===== src/rtl/servo_pwm_array_pkg.sv =====
// Default 100 MHz / SG-90 timing constants and command clamping for the servo PWM array.
package servo_pkg;

    localparam int DEF_PERIOD_CLKS = 2_000_000;
    localparam int DEF_MIN_CLKS    = 100_000;
    localparam int DEF_SPAN_CLKS   = 100_000;
    localparam int DEF_STEP_CLKS   = 500;
    localparam int DEF_INIT_POS    = 50_000;

    // Out-of-range targets saturate at full travel rather than wrapping.
    function automatic int clamp_pos(input int pos, input int span);
        return (pos > span) ? span : pos;
    endfunction

endpackage


===== src/rtl/servo_pwm_array_if.sv =====
// Target-command bus from the position controller into the servo array.
interface servo_cmd_if #(
    parameter int CH_W  = 2,
    parameter int POS_W = 17
);
    logic             cmd_valid;
    logic             cmd_ready;
    logic [CH_W-1:0]  cmd_ch;
    logic [POS_W-1:0] cmd_pos;
    logic             cmd_err;

    modport master (output cmd_valid, cmd_ch, cmd_pos, input cmd_ready, cmd_err);
    modport slave  (input cmd_valid, cmd_ch, cmd_pos, output cmd_ready, cmd_err);
endinterface


===== src/rtl/servo_pwm_array_channel.sv =====
// One servo channel: target/current/latched width, per-frame slew step, PWM compare, at-target flag.
module servo_channel #(
    parameter int CNT_W     = 21,
    parameter int POS_W     = 17,
    parameter int MIN_CLKS  = 100_000,
    parameter int SPAN_CLKS = 100_000,
    parameter int STEP_CLKS = 500,
    parameter int INIT_POS  = 50_000
) (
    input  logic             clk,
    input  logic             rst,
    input  logic             en,
    input  logic [CNT_W-1:0] cnt,
    input  logic             wrap,
    input  logic             load,
    input  logic [POS_W-1:0] pos,
    output logic             pwm,
    output logic             led
);

    localparam int CMP_W    = (POS_W + 1 > CNT_W) ? POS_W + 1 : CNT_W;
    localparam int STEP_EFF = (STEP_CLKS > SPAN_CLKS) ? SPAN_CLKS : STEP_CLKS;
    localparam int INIT_EFF = (INIT_POS > SPAN_CLKS) ? SPAN_CLKS : INIT_POS;
    localparam logic [POS_W:0]   STEP_V = (POS_W + 1)'(STEP_EFF);
    localparam logic [POS_W-1:0] INIT_V = POS_W'(INIT_EFF);
    localparam logic [CMP_W-1:0] MIN_V  = CMP_W'(MIN_CLKS);

    logic [POS_W-1:0] tgt, cur, wid, cur_nxt;
    logic [POS_W:0]   diff;
    logic             up;

    // Step never overshoots: a full step is only taken when the gap exceeds it.
    always_comb begin
        up      = (tgt >= cur);
        diff    = up ? ({1'b0, tgt} - {1'b0, cur}) : ({1'b0, cur} - {1'b0, tgt});
        cur_nxt = tgt;
        if (diff > STEP_V)
            cur_nxt = up ? (cur + STEP_V[POS_W-1:0]) : (cur - STEP_V[POS_W-1:0]);
    end

    always_ff @(posedge clk) begin
        if (rst) begin
            tgt <= INIT_V;
            cur <= INIT_V;
            wid <= INIT_V;
            pwm <= 1'b0;
            led <= 1'b1;
        end else begin
            if (load)
                tgt <= pos;
            // wid only moves at the wrap so a running pulse is never cut or stretched.
            if (wrap) begin
                cur <= cur_nxt;
                wid <= cur_nxt;
            end
            pwm <= en & (CMP_W'(cnt) < (MIN_V + CMP_W'(wid)));
            led <= (cur == tgt);
        end
    end

endmodule


===== src/rtl/servo_pwm_array.sv =====
// Multi-channel hobby-servo PWM generator: shared frame counter, command decode, slew-limited channels.
module servo_pwm_array
    import servo_pkg::*;
#(
    parameter int NCH         = 4,
    parameter int PERIOD_CLKS = DEF_PERIOD_CLKS,
    parameter int MIN_CLKS    = DEF_MIN_CLKS,
    parameter int SPAN_CLKS   = DEF_SPAN_CLKS,
    parameter int STEP_CLKS   = DEF_STEP_CLKS,
    parameter int INIT_POS    = DEF_INIT_POS
) (
    input  logic           clk,
    input  logic           rst,
    input  logic           en,
    servo_cmd_if.slave     cmd,
    output logic           frame_tick,
    output logic [NCH-1:0] JA,
    output logic [NCH-1:0] led
);

    localparam int CNT_W = $clog2(PERIOD_CLKS);
    localparam int POS_W = $clog2(SPAN_CLKS + 1);
    localparam int CH_W  = (NCH > 1) ? $clog2(NCH) : 1;
    localparam logic [CNT_W-1:0] LAST  = CNT_W'(PERIOD_CLKS - 1);
    localparam logic [CH_W:0]    NCH_V = (CH_W + 1)'(NCH);

    logic [CNT_W-1:0] cnt;
    logic             wrap, accept, ch_bad;
    logic [POS_W-1:0] pos_c;
    logic [NCH-1:0]   load;

    assign cmd.cmd_ready = ~rst;
    assign accept        = cmd.cmd_valid & cmd.cmd_ready;
    assign ch_bad        = ({1'b0, cmd.cmd_ch} >= NCH_V);
    assign wrap          = en & (cnt == LAST);
    assign pos_c         = POS_W'(clamp_pos(int'(cmd.cmd_pos), SPAN_CLKS));

    always_ff @(posedge clk) begin
        if (rst) begin
            cnt         <= '0;
            frame_tick  <= 1'b0;
            cmd.cmd_err <= 1'b0;
        end else begin
            if (!en || wrap)
                cnt <= '0;
            else
                cnt <= cnt + CNT_W'(1);
            frame_tick  <= wrap;
            cmd.cmd_err <= accept & ch_bad;
        end
    end

    for (genvar c = 0; c < NCH; c++) begin : g_ch
        assign load[c] = accept & ({1'b0, cmd.cmd_ch} == (CH_W + 1)'(c));

        servo_channel #(
            .CNT_W    (CNT_W),
            .POS_W    (POS_W),
            .MIN_CLKS (MIN_CLKS),
            .SPAN_CLKS(SPAN_CLKS),
            .STEP_CLKS(STEP_CLKS),
            .INIT_POS (INIT_POS)
        ) u_ch (
            .clk (clk),
            .rst (rst),
            .en  (en),
            .cnt (cnt),
            .wrap(wrap),
            .load(load[c]),
            .pos (pos_c),
            .pwm (JA[c]),
            .led (led[c])
        );
    end

endmodule

===== src/flat_wrapper.sv =====
// flat-port wrapper written by rule: the top's interface ports become plain ports
module servo_pwm_array_flat import servo_pkg::*;
#(
    parameter int NCH         = 4,
    parameter int PERIOD_CLKS = DEF_PERIOD_CLKS,
    parameter int MIN_CLKS    = DEF_MIN_CLKS,
    parameter int SPAN_CLKS   = DEF_SPAN_CLKS,
    parameter int STEP_CLKS   = DEF_STEP_CLKS,
    parameter int INIT_POS    = DEF_INIT_POS
)
  (clk, rst, en, frame_tick, JA, led, cmd_cmd_valid, cmd_cmd_ch, cmd_cmd_pos, cmd_cmd_ready, cmd_cmd_err);
  servo_cmd_if cmd_i ();
  input  logic clk;
  input  logic rst;
  input  logic en;
  output logic frame_tick;
  output logic [NCH-1:0] JA;
  output logic [NCH-1:0] led;
  input wire logic [$bits(cmd_i.cmd_valid)-1:0] cmd_cmd_valid;
  input wire logic [$bits(cmd_i.cmd_ch)-1:0] cmd_cmd_ch;
  input wire logic [$bits(cmd_i.cmd_pos)-1:0] cmd_cmd_pos;
  output wire logic [$bits(cmd_i.cmd_ready)-1:0] cmd_cmd_ready;
  output wire logic [$bits(cmd_i.cmd_err)-1:0] cmd_cmd_err;
  assign cmd_i.cmd_valid = cmd_cmd_valid;
  assign cmd_i.cmd_ch = cmd_cmd_ch;
  assign cmd_i.cmd_pos = cmd_cmd_pos;
  assign cmd_cmd_ready = cmd_i.cmd_ready;
  assign cmd_cmd_err = cmd_i.cmd_err;
  servo_pwm_array #(.NCH(NCH), .PERIOD_CLKS(PERIOD_CLKS), .MIN_CLKS(MIN_CLKS), .SPAN_CLKS(SPAN_CLKS), .STEP_CLKS(STEP_CLKS), .INIT_POS(INIT_POS)) u_core (.clk(clk), .rst(rst), .en(en), .cmd(cmd_i), .frame_tick(frame_tick), .JA(JA), .led(led));
endmodule

===== config.mk =====
export PLATFORM = sky130hd
export DESIGN_NAME = servo_pwm_array_flat
export DESIGN_NICKNAME = d
export VERILOG_FILES = /design/src/rtl/servo_pwm_array_pkg.sv /design/src/rtl/servo_pwm_array_if.sv /design/src/rtl/servo_pwm_array_channel.sv /design/src/rtl/servo_pwm_array.sv /design/src/flat_wrapper.sv
export SDC_FILE = /design/constraint.sdc
export NUM_CORES = 1
export LEC_CHECK = 0
export CAP_MARGIN = 20
export CORE_ASPECT_RATIO = 0.7
export CORE_MARGIN = 4
export CORE_UTILIZATION = 55
export DETAILED_ROUTE_END_ITERATION = 7
export PLACE_DENSITY_LB_ADDON = 0.25
export RECOVER_POWER = 50
export SLEW_MARGIN = 10
export SYNTH_ARGS = -nofsm -noshare
export SYNTH_HDL_FRONTEND = slang
export SYNTH_SLANG_ARGS = --single-unit

===== constraint.sdc =====
create_clock -name clk -period 5 [get_ports clk]
set_clock_uncertainty 0.1 [all_clocks]
set_input_delay 1 -clock clk [delete_from_list [all_inputs] [get_ports clk]]
set_output_delay 1 -clock clk [all_outputs]
set_load 0.02 [all_outputs]

==> flow_summary.yaml <==
timing:
  min_period_over_period_pct: 95.76
  final.setup.tns_ps: 0
  holdWs_ps: 391.2
  fmaxAchievable_ghz: 0.2089
  slew_headroom_pct: -84.40
  hold_violations: 0
  setup_viol: 0
  post-route-min-period_ps: 4788
  worstMarginPinSlew_ps: 2766
  finalMaxSlewViolations: 49
floorplanning:
  die_w_microns: 222.6
  die_y_microns: 158.2
  coreArea_sq_mm: 0.03149
  io_pins: 34
  die-area_sq_mm: 0.03521
  initial_utilization_pct: 56.29
  rows: 54
synthesis:
  syn_inst: 2296
  yosys-top-cells-area: "dfxtp_1 19%, ha_1 18%, xnor2_1 5.2%"
  ys_types: 91
  ys_seq_elements: 166
  synth_top_area_share_pct: 18.75
  avgSynthCellArea_sq_um: 7.720
  yosysMostFrequentCell: "ha_1"
  async_flop_share_pct: 0
  netlist_area_sq_mm: 0.01772
  yosysTopAreaCell: "dfxtp_1"
  synthFlopType: "dfxtp_1"
  syn_nets: 2584
  yosys_warnings: 0
  synth-edff-count: 0
  synth_common_cells: "261 x ha_1, 187 x inv_1, 182 x nand2_1"
  ys_seq_area_share_pct: 18.75
global_routing:
  antenna_found_initial: 0
  grt_pass1_vias: 16080
  grt.total_usage_pct: 31.22
  grt_pass1_wl_microns: 88510
  grt_max_degree: 56
  grt-ovfl-total: 0
routing:
  via_count: 17430
  avgViaCountPerCell: 6.344
  wl_per_cell_microns: 20.60
  antenna_left: 0
  drt_iter0_markers: 2083
  remaining_drc_errors: 0
  drt_first_pass_iters: 6
  postRouteWirelength_microns: 56590
worst_setup_path:
  timing.critical_path.arrival_ps: 4990
  path_class: "flop to flop"
  cp-end-kind: "flop"
  critPathMaxFanout: 6
  critPathRequiredTime_ps: 5200
  critical_path.startpoint_type: "flop"
  reg2reg_depth: 21
placed_design:
  dp_hpwl_microns: 43000
  portBuffers: 32
  place.gp.congestion: 0.9351
status:
  status: "complete, but fails checks"
  violations: "capacitance limit, slew limit"
pwr:
  clkPwrFrac_pct: 30.4
  power.share.switching_pct: 36.47
  combPwrFrac_pct: 39.0
  power_density_mw_per_mm2: 230.6
  p_sw_mw: 1.628
  p_leak_nw: 8.643
  internal-power_mw: 2.837
  peakVddDrop_mv: 0.2367
  p_seq_share_pct: 30.6
clocking:
  htree_levels: 4
  cts_buffer_depth: 2
  cts_root_buffer: "clkbuf_16"
  cts_tree: "yes"
  cts.clk_slew.worst_paths_ps: 70
  clock-sinks: 166
  insertion_delay_ps: 460
  cts_buffers: 17
job:
  timing.max_cap.violations: 1
layout:
  regArea_sq_mm: 0.003323
  nFillCells: 2853
  fin_util_pct: 61.49
  layout.nets: 2604
  multiInputGateArea_sq_mm: 0.01330
  syn_to_final_growth_pct: 9.226
  num_antenna_cells: 0
  drive_gt1_share_pct: 8.165
hold_path:
  holdPathStages: 2
  hp-class: "flop to flop"
[kinds of logic after synthesis]
logic type / share of synthesized area, %
flip-flops: 18.75
AND/OR/NAND/NOR: 19.40
AO/OA/AOI/OAI: 25.21
multiplexers: 2.972
other: 0.02116
XOR/XNOR: 7.758
buffers and inverters: 7.017
adder cells (fa/ha/maj): 18.88
[worst paths after layout]
path / startpoint / endpoint / slack, ps
worst max-delay path: u_core.g_ch[3].u_ch.tgt[5] / u_core.g_ch[3].u_ch.wid[16] / 210
worst min-delay path: u_core.g_ch[0].u_ch.tgt[0] / u_core.g_ch[0].u_ch.tgt[0] / 390
worst max register to register: u_core.g_ch[3].u_ch.tgt[5] / u_core.g_ch[3].u_ch.wid[16] / 210
worst min register to register: u_core.g_ch[0].u_ch.tgt[0] / u_core.g_ch[0].u_ch.tgt[0] / 390
[routing by layer]
| layer | up-vias | part of all wire (%) | track usage [%] | wire length, microns |
|---|---|---|---|---|
| met4 | 0 | 2.1 | 8.566 | 1185 |
| met3 | 92 | 9.6 | 6.006 | 5455 |
| met5 | - | 0 | 0 | 0 |
| met1 | 8238 | 46 | 45.26 | 26130 |
| li1 | 8328 | - | - | - |
| met2 | 770 | 42 | 47.57 | 23820 |
[power by group through the flow]
stage                     registers [mW]  logic [mW]  clock network [mW]
after global placement              1.39        1.61                   0
final                               1.37        1.74                1.36
after global routing                1.37        1.88                1.43
after detailed placement            1.40        1.65                   0
after floorplan                     1.39        1.25                   0
after CTS                           1.36        1.66                1.36
[cells in the final DEF (no fill, tap or decap), types with 10 or more instances in the layout]
cell,count
or2_2,12
clkdlybuf4s50_1,19
xor2_1,52
o21bai_1,19
a31oi_1,35
nor2b_1,33
a211oi_1,56
nor4_1,25
nand3_1,87
o21a_1,15
and3_1,22
nand4_1,19
and2_1,12
nor3_1,65
a2111oi_0,10
a21o_1,76
clkbuf_16,17
o21ai_0,84
o31ai_1,11
buf_4,79
dfxtp_1,166
nand2b_1,23
or3_1,16
xnor2_1,105
inv_1,187
nand2_1,182
ha_1,253
a21oi_1,169
o211ai_1,51
nor2_1,146
mux2i_1,47
dlygate4sd3_1,12
a31o_2,10
[cell type report]
type                       instances  share of cell area [%]
clock inverter                    11                  0.6463
tap                              420                   2.714
timing repair buffer             117                   4.802
multi-input combinational       1825                   68.72
clock buffer                      19                   2.288
inverter                         189                   3.664
sequential                       166                   17.17
[sequential cells by signal (all words and copies together), names as in the netlist]
name                  cells
u_core.g_ch.u_ch.led      4
u_core.g_ch.u_ch.pwm      4
u_core.g_ch.u_ch.wid     68
u_core.cnt               21
u_core.frame_tick         1
u_core.g_ch.u_ch.tgt     68
[timing repair]
action | 4_1_cts | 5_1_grt
setup buffers | 0 | 4
endpoints found under the setup margin | 0 | 10
hold buffers | 0 | 0
gates resized for setup | 0 | 35
[worst max-delay path: stages (launching register included)]
cell	delay [ps]
dfxtp_1	410
inv_1	70
ha_1	420
nand4_1	150
o21bai_1	200
o21ai_0	130
o31ai_1	160
a21oi_2	340
inv_2	90
fa_1	430
a21o_1	210
a21oi_1	230
o21bai_1	140
a211oi_2	310
o31ai_1	160
o41ai_2	230
buf_4	180
mux2i_1	90
nor3_1	250
nor4_2	60
o22ai_1	140
o221ai_1	130
[per-stage QoR]
| step | instance area [sq um] | power [mW] | cells | setup slack [ps] |
|---|---|---|---|---|
| finish | 19360 | 4.465 | 2747 | 212.2 |
| detailed placement | 18650 | 3.040 | 2713 | 41.96 |
| CTS | 19220 | 4.388 | 2743 | 5.966 |
| global placement | 18650 | 3.008 | 2713 | 231.3 |
| global route | 19360 | 4.679 | 2747 | -12.49 |
| floorplan | 17720 | 2.636 | 2296 | 23.05 |
Note: power is estimated with default switching activity, not from simulation.
